File: src/rtl/pc_gen_pkg.sv
// Shared encodings for the fetch-stage PC generator.
// Next-PC select codes, redirect latch states, default vectors.
package pc_gen_pkg;

   localparam logic [2:0] NPC_ADD4    = 3'd0;
   localparam logic [2:0] NPC_J       = 3'd1;
   localparam logic [2:0] NPC_JR      = 3'd2;
   localparam logic [2:0] NPC_BGEZALR = 3'd3;
   localparam logic [2:0] NPC_BRANCH  = 3'd4;

   typedef enum logic {
      PCG_IDLE = 1'b0,
      PCG_PEND = 1'b1
   } pcg_state_e;

   localparam logic [31:0] PCG_RESET_VECTOR = 32'h0000_3000;
   localparam logic [31:0] PCG_EXC_VECTOR   = 32'h0000_4180;
   localparam logic [31:0] PCG_IMEM_BASE    = 32'h0000_3000;
   localparam logic [31:0] PCG_IMEM_LIMIT   = 32'h0000_6FFC;

endpackage

File: src/rtl/pc_redirect_latch.sv
// Holds a redirect that arrived while fetch was stalled.
// Ports: Clk, Reset, redirect_valid/target, En, clear -> pending, target.
module pc_redirect_latch
   import pc_gen_pkg::*;
#(
   parameter int WIDTH = 32
) (
   input  logic             Clk,
   input  logic             Reset,
   input  logic             redirect_valid,
   input  logic [WIDTH-1:0] redirect_target,
   input  logic             En,
   input  logic             clear,
   output logic             pending,
   output logic [WIDTH-1:0] target
);

   pcg_state_e       state_q = PCG_IDLE;
   pcg_state_e       state_d;
   logic [WIDTH-1:0] target_q = '0;
   logic [WIDTH-1:0] target_d;

   always_ff @(posedge Clk) begin
      if (Reset) begin
         state_q  <= PCG_IDLE;
         target_q <= '0;
      end else begin
         state_q  <= state_d;
         target_q <= target_d;
      end
   end

   // A redirect seen while stalled is latched; a newer one
   // overwrites it. Exception/eret (clear) discard it.
   always_comb begin
      state_d  = state_q;
      target_d = target_q;
      if (clear) begin
         state_d = PCG_IDLE;
      end else if (redirect_valid) begin
         if (En) begin
            state_d = PCG_IDLE;
         end else begin
            state_d  = PCG_PEND;
            target_d = redirect_target;
         end
      end else if (state_q == PCG_PEND && En) begin
         state_d = PCG_IDLE;
      end
   end

   assign pending = (state_q == PCG_PEND);
   assign target  = target_q;

endmodule

File: src/rtl/pc_gen.sv
// Fetch-stage program counter and next-PC selection.
// Ports: Clk, Reset, En, PCsrc, Branch, NPC, j_r1, j_r2,
//   redirect_valid/target, exc_req, eret_req, epc ->
//   PC, PC_plus4, fetch_exc, redirect_pending, fetch_cnt.
// Macro PC_FETCH_CNT_EN enables the fetch_cnt counter.
module pc_gen
   import pc_gen_pkg::*;
#(
   parameter int WIDTH = 32,
   parameter logic [WIDTH-1:0] RESET_VECTOR =
      WIDTH'(PCG_RESET_VECTOR),
   parameter logic [WIDTH-1:0] EXC_VECTOR =
      WIDTH'(PCG_EXC_VECTOR),
   parameter logic [WIDTH-1:0] IMEM_BASE =
      WIDTH'(PCG_IMEM_BASE),
   parameter logic [WIDTH-1:0] IMEM_LIMIT =
      WIDTH'(PCG_IMEM_LIMIT)
) (
   input  logic             Clk,
   input  logic             Reset,
   input  logic             En,
   input  logic [2:0]       PCsrc,
   input  logic             Branch,
   input  logic [WIDTH-1:0] NPC,
   input  logic [WIDTH-1:0] j_r1,
   input  logic [WIDTH-1:0] j_r2,
   input  logic             redirect_valid,
   input  logic [WIDTH-1:0] redirect_target,
   input  logic             exc_req,
   input  logic             eret_req,
   input  logic [WIDTH-1:0] epc,
   output logic [WIDTH-1:0] PC,
   output logic [WIDTH-1:0] PC_plus4,
   output logic             fetch_exc,
   output logic             redirect_pending,
   output logic [31:0]      fetch_cnt
);

   logic [WIDTH-1:0] pc_q = RESET_VECTOR;
   logic [WIDTH-1:0] pc_d;
   logic [WIDTH-1:0] sel_pc;
   logic [WIDTH-1:0] pend_target;
   logic             pend;
   logic             clear;

   assign clear = exc_req | eret_req;

   pc_redirect_latch #(
      .WIDTH(WIDTH)
   ) u_latch (
      .Clk             (Clk),
      .Reset           (Reset),
      .redirect_valid  (redirect_valid),
      .redirect_target (redirect_target),
      .En              (En),
      .clear           (clear),
      .pending         (pend),
      .target          (pend_target)
   );

   assign PC_plus4 = pc_q + WIDTH'(4);

   always_comb begin
      sel_pc = PC_plus4;
      unique case (PCsrc)
         NPC_J:       sel_pc = NPC;
         NPC_JR:      sel_pc = j_r1;
         NPC_BGEZALR: sel_pc = Branch ? j_r2 : PC_plus4;
         NPC_BRANCH:  sel_pc = Branch ? NPC : PC_plus4;
         default:     sel_pc = PC_plus4;
      endcase
   end

   // Exception and eret override stall; a redirect under
   // stall holds PC and is applied from the latch later.
   always_comb begin
      pc_d = pc_q;
      if (exc_req) begin
         pc_d = EXC_VECTOR;
      end else if (eret_req) begin
         pc_d = epc;
      end else if (redirect_valid) begin
         if (En) begin
            pc_d = redirect_target;
         end
      end else if (pend && En) begin
         pc_d = pend_target;
      end else if (En) begin
         pc_d = sel_pc;
      end
   end

   always_ff @(posedge Clk) begin
      if (Reset) begin
         pc_q <= RESET_VECTOR;
      end else begin
         pc_q <= pc_d;
      end
   end

   assign PC               = pc_q;
   assign redirect_pending = pend;

   assign fetch_exc = (pc_q[1:0] != 2'b00)
                    | (pc_q < IMEM_BASE)
                    | (pc_q > IMEM_LIMIT);

`ifdef PC_FETCH_CNT_EN
   logic [31:0] cnt_q = '0;
   logic        cnt_inc;

   // With En=1 every edge loads PC; exc/eret load regardless.
   assign cnt_inc = En | exc_req | eret_req;

   always_ff @(posedge Clk) begin
      if (Reset) begin
         cnt_q <= '0;
      end else if (cnt_inc) begin
         cnt_q <= cnt_q + 32'd1;
      end
   end

   assign fetch_cnt = cnt_q;
`else
   assign fetch_cnt = '0;
`endif

endmodule

File: config.mk
export PLATFORM = sky130hd
export DESIGN_NAME = pc_gen
export DESIGN_NICKNAME = d
export VERILOG_FILES = /design/src/rtl/pc_gen_pkg.sv /design/src/rtl/pc_redirect_latch.sv /design/src/rtl/pc_gen.sv
export SDC_FILE = /design/constraint.sdc
export NUM_CORES = 1
export LEC_CHECK = 0
export CORE_UTILIZATION = 41
export CTS_CLUSTER_SIZE = 20
export DETAILED_ROUTE_END_ITERATION = 8
export PLACE_DENSITY = 0.89
export SLEW_MARGIN = 10
export SYNTH_ARGS = -nofsm -noshare
export SYNTH_HDL_FRONTEND = slang
export SYNTH_HIERARCHICAL = 1
export SYNTH_SLANG_ARGS = --single-unit
File: constraint.sdc
create_clock -name Clk -period 3.05 [get_ports Clk]
set_clock_uncertainty 0.2 [all_clocks]
set_input_delay 0.4575 -clock Clk [delete_from_list [all_inputs] [get_ports Clk]]
set_output_delay 0.4575 -clock Clk [all_outputs]
set_load 0.005 [all_outputs]
==> flow_summary.html <==
<table>
<tr><th>Metric</th><th>Value</th></tr>
<tr><th colspan="2">Run status</th></tr>
<tr><td>Run status</td><td>finished, violations left</td></tr>
<tr><td>Failing checks</td><td>setup timing</td></tr>
<tr><th colspan="2">Clocking</th></tr>
<tr><td>Worst skew pair latency</td><td>0.34 ns</td></tr>
<tr><td>Buffer cell driving the clock tree root</td><td>clkbuf_16</td></tr>
<tr><td>Num CTS Buffers</td><td>9</td></tr>
<tr><td>Total number of clock tree sinks</td><td>65</td></tr>
<tr><td>Hold buffers post-CTS</td><td>0</td></tr>
<tr><td>Number of levels in the clock H-tree</td><td>3</td></tr>
<tr><td>CTS tree</td><td>done</td></tr>
<tr><td>Clock buffer depth</td><td>2</td></tr>
<tr><td>Clock-pin slew reported for the worst setup and hold paths after clock tree synthesis</td><td>0.06 ns</td></tr>
<tr><th colspan="2">Place</th></tr>
<tr><td>Hpwl dp</td><td>18.1 mm</td></tr>
<tr><td>Post-Place Setup Slack</td><td>0.123 ns</td></tr>
<tr><td>Global placer's final weighted congestion</td><td>0.983</td></tr>
<tr><td>Total of buffers placed on input and output ports</td><td>235</td></tr>
<tr><th colspan="2">Global route</th></tr>
<tr><td>Largest net degree at the start of global routing</td><td>41</td></tr>
<tr><td>Number of antenna violations at the first check in global routing</td><td>0</td></tr>
<tr><td>Overflow after GRT</td><td>0</td></tr>
<tr><td>Via count of the first global-routing pass</td><td>6098</td></tr>
<tr><td>Global-route total usage across every layer</td><td>0.341</td></tr>
<tr><td>Global-route wire length before repair</td><td>34.5 mm</td></tr>
<tr><th colspan="2">Power and ir drop</th></tr>
<tr><td>Sequential share of power</td><td>0.322</td></tr>
<tr><td>Proportion of power drawn by combinational gates</td><td>0.308</td></tr>
<tr><td>Power density of the placed cells</td><td>343 nW/um^2</td></tr>
<tr><td>PnR Total Power</td><td>2.86 mW</td></tr>
<tr><td>Net switching share of the total power</td><td>0.296</td></tr>
<tr><td>Part of the total power dissipated in the clock network</td><td>0.369</td></tr>
<tr><td>Internal power</td><td>2.01 mW</td></tr>
<tr><td>Maximum vdd ir drop</td><td>0.000319 V</td></tr>
<tr><td>Switching Power</td><td>0.846 mW</td></tr>
<tr><td>Static power due to leakage</td><td>3.09 nW</td></tr>
<tr><th colspan="2">Floorplan</th></tr>
<tr><td>Width of the chip</td><td>116 um</td></tr>
<tr><td>Ports</td><td>268</td></tr>
<tr><td>DIE HEIGHT</td><td>116 um</td></tr>
<tr><td>Area of the core region</td><td>12700 um^2</td></tr>
<tr><td>Die area</td><td>13500 um^2</td></tr>
<tr><td>Initial core utilization</td><td>0.423</td></tr>
<tr><td>Cell Rows</td><td>41</td></tr>
<tr><th colspan="2">Worst setup path</th></tr>
<tr><td>Cells along the critical path</td><td>ha_1, and4_1, buf_4, nand4_1, xnor2_1, clkdlybuf4s50_1</td></tr>
<tr><td>Launching instance or port of the critical path</td><td>PC[2]</td></tr>
<tr><td>Element type at the critical path end</td><td>output port</td></tr>
<tr><td>Start of the worst register-to-register path</td><td>PC[2]</td></tr>
<tr><td>Kind of cell with the highest combined delay on the critical path</td><td>buffers and inverters</td></tr>
<tr><td>Critical path type</td><td>reg -&gt; out</td></tr>
<tr><td>Count of buffer and inverter cells on the critical path</td><td>2</td></tr>
<tr><td>Cell with the largest stage delay on the worst path</td><td>clkdlybuf4s50_1</td></tr>
<tr><td>Critical Path Fanout Max</td><td>6</td></tr>
<tr><td>Endpoint required time on the critical path</td><td>2.39 ns</td></tr>
<tr><td>Worst path arrival time</td><td>2.41 ns</td></tr>
<tr><td>Delay contributed by the slowest stage of the critical path</td><td>0.58 ns</td></tr>
<tr><td>Startpoint Class</td><td>flip-flop</td></tr>
<tr><th colspan="2">STA</th></tr>
<tr><td>Setup ws final</td><td>-0.0168 ns</td></tr>
<tr><td>Hold Vio Cnt, Final</td><td>0</td></tr>
<tr><td>Min cycle time layout</td><td>3.07 ns</td></tr>
<tr><td>Finish-stage setup viols</td><td>1</td></tr>
<tr><td>Period utilisation layout</td><td>1.01</td></tr>
<tr><td>Actual transition at the worst max-transition pin</td><td>0.668 ns</td></tr>
<tr><td>Final Max Tran Viols</td><td>0</td></tr>
<tr><td>Achievable Freq</td><td>326 MHz</td></tr>
<tr><td>Worst slew slack as a fraction of its limit</td><td>0.550</td></tr>
<tr><th colspan="2">Route</th></tr>
<tr><td>Via count</td><td>6786</td></tr>
<tr><td>Number of nets with antenna violations after detailed routing</td><td>0</td></tr>
<tr><td>DRC violations left</td><td>0</td></tr>
<tr><td>Mean number of vias per cell</td><td>6.10</td></tr>
<tr><td>DR pass1 iterations</td><td>7</td></tr>
<tr><td>Detailed-route wire length per cell</td><td>21.4 um</td></tr>
<tr><td>Final WL</td><td>23.8 mm</td></tr>
<tr><td>First DRT Iteration DRCs</td><td>1261</td></tr>
<tr><th colspan="2">Final layout</th></tr>
<tr><td>Multi-input combinational cell area</td><td>3680 um^2</td></tr>
<tr><td>Layout-stage area growth over the synthesis result</td><td>55.3%</td></tr>
<tr><td>Ratio of cells with drive above 1 in the final layout</td><td>0.0988</td></tr>
<tr><td>Number of nets at the end of the flow</td><td>1107</td></tr>
<tr><td>Register area</td><td>1300 um^2</td></tr>
<tr><td>Antenna diode count</td><td>0</td></tr>
<tr><td>Filler instances</td><td>1009</td></tr>
<tr><th colspan="2">Logic synthesis</th></tr>
<tr><td>Top FF cell, synth</td><td>dfxtp_1</td></tr>
<tr><td>Post-Synthesis Cells</td><td>701</td></tr>
<tr><td>Warning count from the yosys run</td><td>6</td></tr>
<tr><td>Sequential share of the synthesized area</td><td>0.243</td></tr>
<tr><td>Number of enable flip-flop cells after synthesis</td><td>0</td></tr>
<tr><td>Cell type with the highest aggregate area in the netlist</td><td>dfxtp_1</td></tr>
<tr><td>Netlist area before placement</td><td>5350 um^2</td></tr>
<tr><td>Number of synthesized register bits</td><td>65</td></tr>
<tr><td>Cell variety after synth</td><td>62</td></tr>
<tr><td>Avg Synthesized Cell Area</td><td>7.64 um^2</td></tr>
<tr><td>Area share of the largest cell type after synthesis</td><td>0.243</td></tr>
<tr><td>Share of synthesized registers carrying an async set or reset</td><td>0</td></tr>
<tr><td>Top post-synthesis cells by area</td><td>dfxtp_1 (24%), nand2b_1 (8.6%), mux2i_1 (6.4%)</td></tr>
<tr><th colspan="2">Worst hold path</th></tr>
<tr><td>HP Start</td><td>u_latch/target[8]</td></tr>
<tr><td>Worst hold path type</td><td>reg -&gt; reg</td></tr>
<tr><th colspan="2">Job</th></tr>
<tr><td>Count of maximum capacitance violations</td><td>0</td></tr>
</table>
-- cells by family (layout without fill, tap and decap cells) --
kind of cell | after synthesis | after routing | share of synthesized area
compound gates | 187 | 187 | 0.248
xor+xnor | 31 | 31 | 0.0507
fa+ha+maj | 1 | 1 | 0.00234
buf+inv | 101 | 310 | 0.111
flops | 65 | 65 | 0.243
mux | 35 | 35 | 0.0657
other cells | 1 | 32 | 0.000700
simple gates | 280 | 280 | 0.278
-- layer usage --
metal,vias up,routed length [um],GRT usage
li1,2998,-,-
met1,3126,9260,0.464
met2,590,10500,0.513
met3,72,3160,0.0810
met4,0,935,0.142
met5,-,0,0
-- worst reg2reg max path: stages (launching register included) --
cell	delay, ns
dfxtp_1	0.34
ha_1	0.21
and4_1	0.31
buf_4	0.18
nand4_1	0.14
xnor2_1	0.20
a221o_1	0.37
a221oi_2	0.25
nor3_1	0.09
-- final timing paths --
path                            end  slack (ns)  depth (start not counted)
setup reg to reg             PC[10]        0.61                          8
hold / removal    u_latch/target[8]        0.28                          2
setup / recovery       PC_plus4[10]       -0.02                          6
hold reg to reg   u_latch/target[8]        0.28                          2
-- stage by stage --
step                cell area [um^2]  hold WS [ns]  cells  setup TNS, ns  utilization
finish                          8320         0.283   1113        -0.0168        0.656
detailed placement              7890         0.261   1092              0        0.623
CTS                             8200         0.275   1110              0        0.647
floorplan                       5470         0.245    732              0            -
global route                    8320         0.294   1113         -0.340        0.656
global placement                7890         0.256   1092              0        0.623
-- state kept, by name, summed over array words and instances (netlist names), named ones only --
name and cells:
PC 30, u_latch/pending 1, u_latch/target 32
-- power by group through the flow --
stage | Combinational (mW) | Clock [mW] | Sequential, mW
2_1_floorplan | 0.366 | 0 | 0.940
3_3_place_gp | 0.841 | 0 | 0.935
3_5_place_dp | 0.844 | 0 | 0.935
4_1_cts | 0.851 | 1.04 | 0.918
5_1_grt | 0.929 | 1.08 | 0.924
6_report | 0.880 | 1.05 | 0.921
-- cells in the final DEF, fill, tap and decap left out, types with 25 or more instances in the layout --
cell,instances
nand3_1,38
nor2_1,29
nand2_1,63
conb_1,32
o21ai_0,51
a21oi_1,25
buf_4,47
dfxtp_1,64
nand2b_1,74
mux2i_1,34
clkdlybuf4s50_1,233
a221oi_1,37
-- area by class of cell --
class                      count  area share
multi-input combinational    566       0.443
timing repair buffer         287       0.336
sequential                    65       0.157
clock buffer                  11      0.0292
tap                          172      0.0259
clock inverter                 5     0.00662
inverter                       7     0.00316
-- timing repair --
| item | 4_1_cts | 5_1_grt |
|---|---|---|
| pin swaps | 2 | 4 |
| setup buffers | 2 | 3 |
| setup endpoints to repair | 9 | 17 |
| resized for setup | 0 | 16 |
-- synth_stat cells (2+ instances only) --
library cell,n
o221ai_1,12
nor2_1,31
buf_1,4
clkbuf_1,40
nor4_1,8
a22o_1,2
nand3_1,38
nor2b_1,4
xor2_1,4
buf_12,3
o21ai_0,51
mux2i_1,34
or3_1,2
inv_1,7
a31oi_1,3
buf_6,3
nand2_1,63
and2_1,4
and3_1,6
a22oi_1,4
o2111ai_1,2
or2_2,4
a221oi_1,37
a222oi_1,2
buf_4,35
a211oi_1,12
a21o_1,3
o22ai_1,6
xnor2_1,27
o211ai_1,4
a221o_1,11
a21oi_1,25
nand2b_1,74
nand4_1,17
nor3_1,18
dfxtp_1,65
buf_2,8
o41ai_1,2
and4_1,3
Note: power is estimated with default switching activity, not from simulation.
==> edit (same settings) <==
The package constant `PCG_IMEM_LIMIT` goes from 32'h0000_6FFC to 32'h000053FD.
--- a/src/rtl/pc_gen_pkg.sv
+++ b/src/rtl/pc_gen_pkg.sv
@@ -18,3 +18,3 @@
    localparam logic [31:0] PCG_IMEM_BASE    = 32'h0000_3000;
-   localparam logic [31:0] PCG_IMEM_LIMIT   = 32'h0000_6FFC;
+   localparam logic [31:0] PCG_IMEM_LIMIT   = 32'h000053FD;
 
Function: changed (Yosys sat finds a counterexample within 4 cycles, from zero or initial values and one cycle with Reset high).
==> edit against the unedited design <==
Critical path depth fell by 1; area after synthesis is 11% higher; wire length increased by 10%; highest routed layer unchanged; power rose by 5.0%; worst hold slack worse by 0.0067 ns; final area grew 8.2%; worst setup slack gained 0.042 ns; sequential cell count did not move.
==> edit: results (changes against the unedited design) <==
status=finished, final reports clean (was complete, but fails checks); dpl cells=1185 (was 1092); Initial DRT Pass Iterations=6 (was 7); Finished Layout Cells=1210 (was 1113); Cell Area, Placed=0.00856 sq mm (was 0.00789 sq mm); Slew @ Worst Pin=0.921 ns (was 0.668 ns); Clock net power=1.15 mW (was 1.05 mW); global-route wire length before repair=38300 um (was 34500 um); GRT Resource Usage Total=33.9% (was 34.1%); Final Core Density=64.3% (was 65.6%); met3 Use GR=7.11% (was 8.10%); PostCTS Resize Cnt=4 (was 0); Leak Pwr=3.31 nW (was 3.09 nW); post-CTS setup repair buffer count=6 (was 2); DP Worst Slack=0.0170 ns (was 0.123 ns); reg2reg path depth=5 (was 8); met1 WL=10100 um (was 9260 um); Compound-Gate Fraction of Synth Area=29.6% (was 24.8%); wire length on met2=11400 um (was 10500 um); pin count of the biggest net entering global routing=49 (was 41); met1 Use GR=46.4% (about the same); vias per inst=6.21 (was 6.10); wire per inst=21.7 um (was 21.4 um); Post-Synth Adder-Cell Area=0.210% (was 0.234%); grt met2 use=51.2% (was 51.3%); R2R setup slack=0.54 ns (was 0.61 ns); slowest CP cell=or4_4 (was clkdlybuf4s50_1); register area share after synthesis=21.9% (was 24.3%); DPL Wire Length=20200 um (was 18100 um); Synth area leaders=dfxtp_1 (22%), nand2b_1 (8.3%), mux2i_1 (5.7%) (was dfxtp_1 (24%), nand2b_1 (8.6%), mux2i_1 (6.4%)); Setup crit end=PC_plus4[31] (was PC_plus4[10]); RR Startpoint=u_latch/pending (was PC[2]); CP Max Fanout=5 (was 6); WL met3=3600 um (was 3160 um); CP startpoint=PC[5] (was PC[2]); Syn Area/Cell=7.61 sq um (was 7.64 sq um); VDD IR max=0.000266 V (was 0.000319 V); FF-to-FF End=PC[15] (was PC[10])
## edit: final cells by class
class,count,share of cell area (%)
Multi-Input combinational cell,629,45.9
Timing Repair Buffer,305,32.8
Sequential cell,65,14.5
Clock buffer,10,2.66
Tap cell,180,2.50
Clock inverter,6,1.00
Inverter,15,0.626
## edit: worst min-delay path by stage
stage                  startpoint            endpoint  depth (start not counted)  slack [ns]
4_1_cts        u_latch/target[29]  u_latch/target[29]                          2        0.27
3_5_place_dp   u_latch/target[29]  u_latch/target[29]                          2        0.27
2_1_floorplan  u_latch/target[13]  u_latch/target[13]                          2        0.25
5_1_grt        u_latch/target[29]  u_latch/target[29]                          2        0.29
6_report        u_latch/target[9]   u_latch/target[9]                          2        0.28
3_3_place_gp   u_latch/target[29]  u_latch/target[29]                          2        0.26
## edit: critical path: cells and delay by family (launching register included)
kind | cells | cell delay, ns
XOR/XNOR | 1 | 0.15
buffers and inverters | 1 | 0.51
flip-flops | 1 | 0.36
AND/OR/NAND/NOR | 3 | 1.02
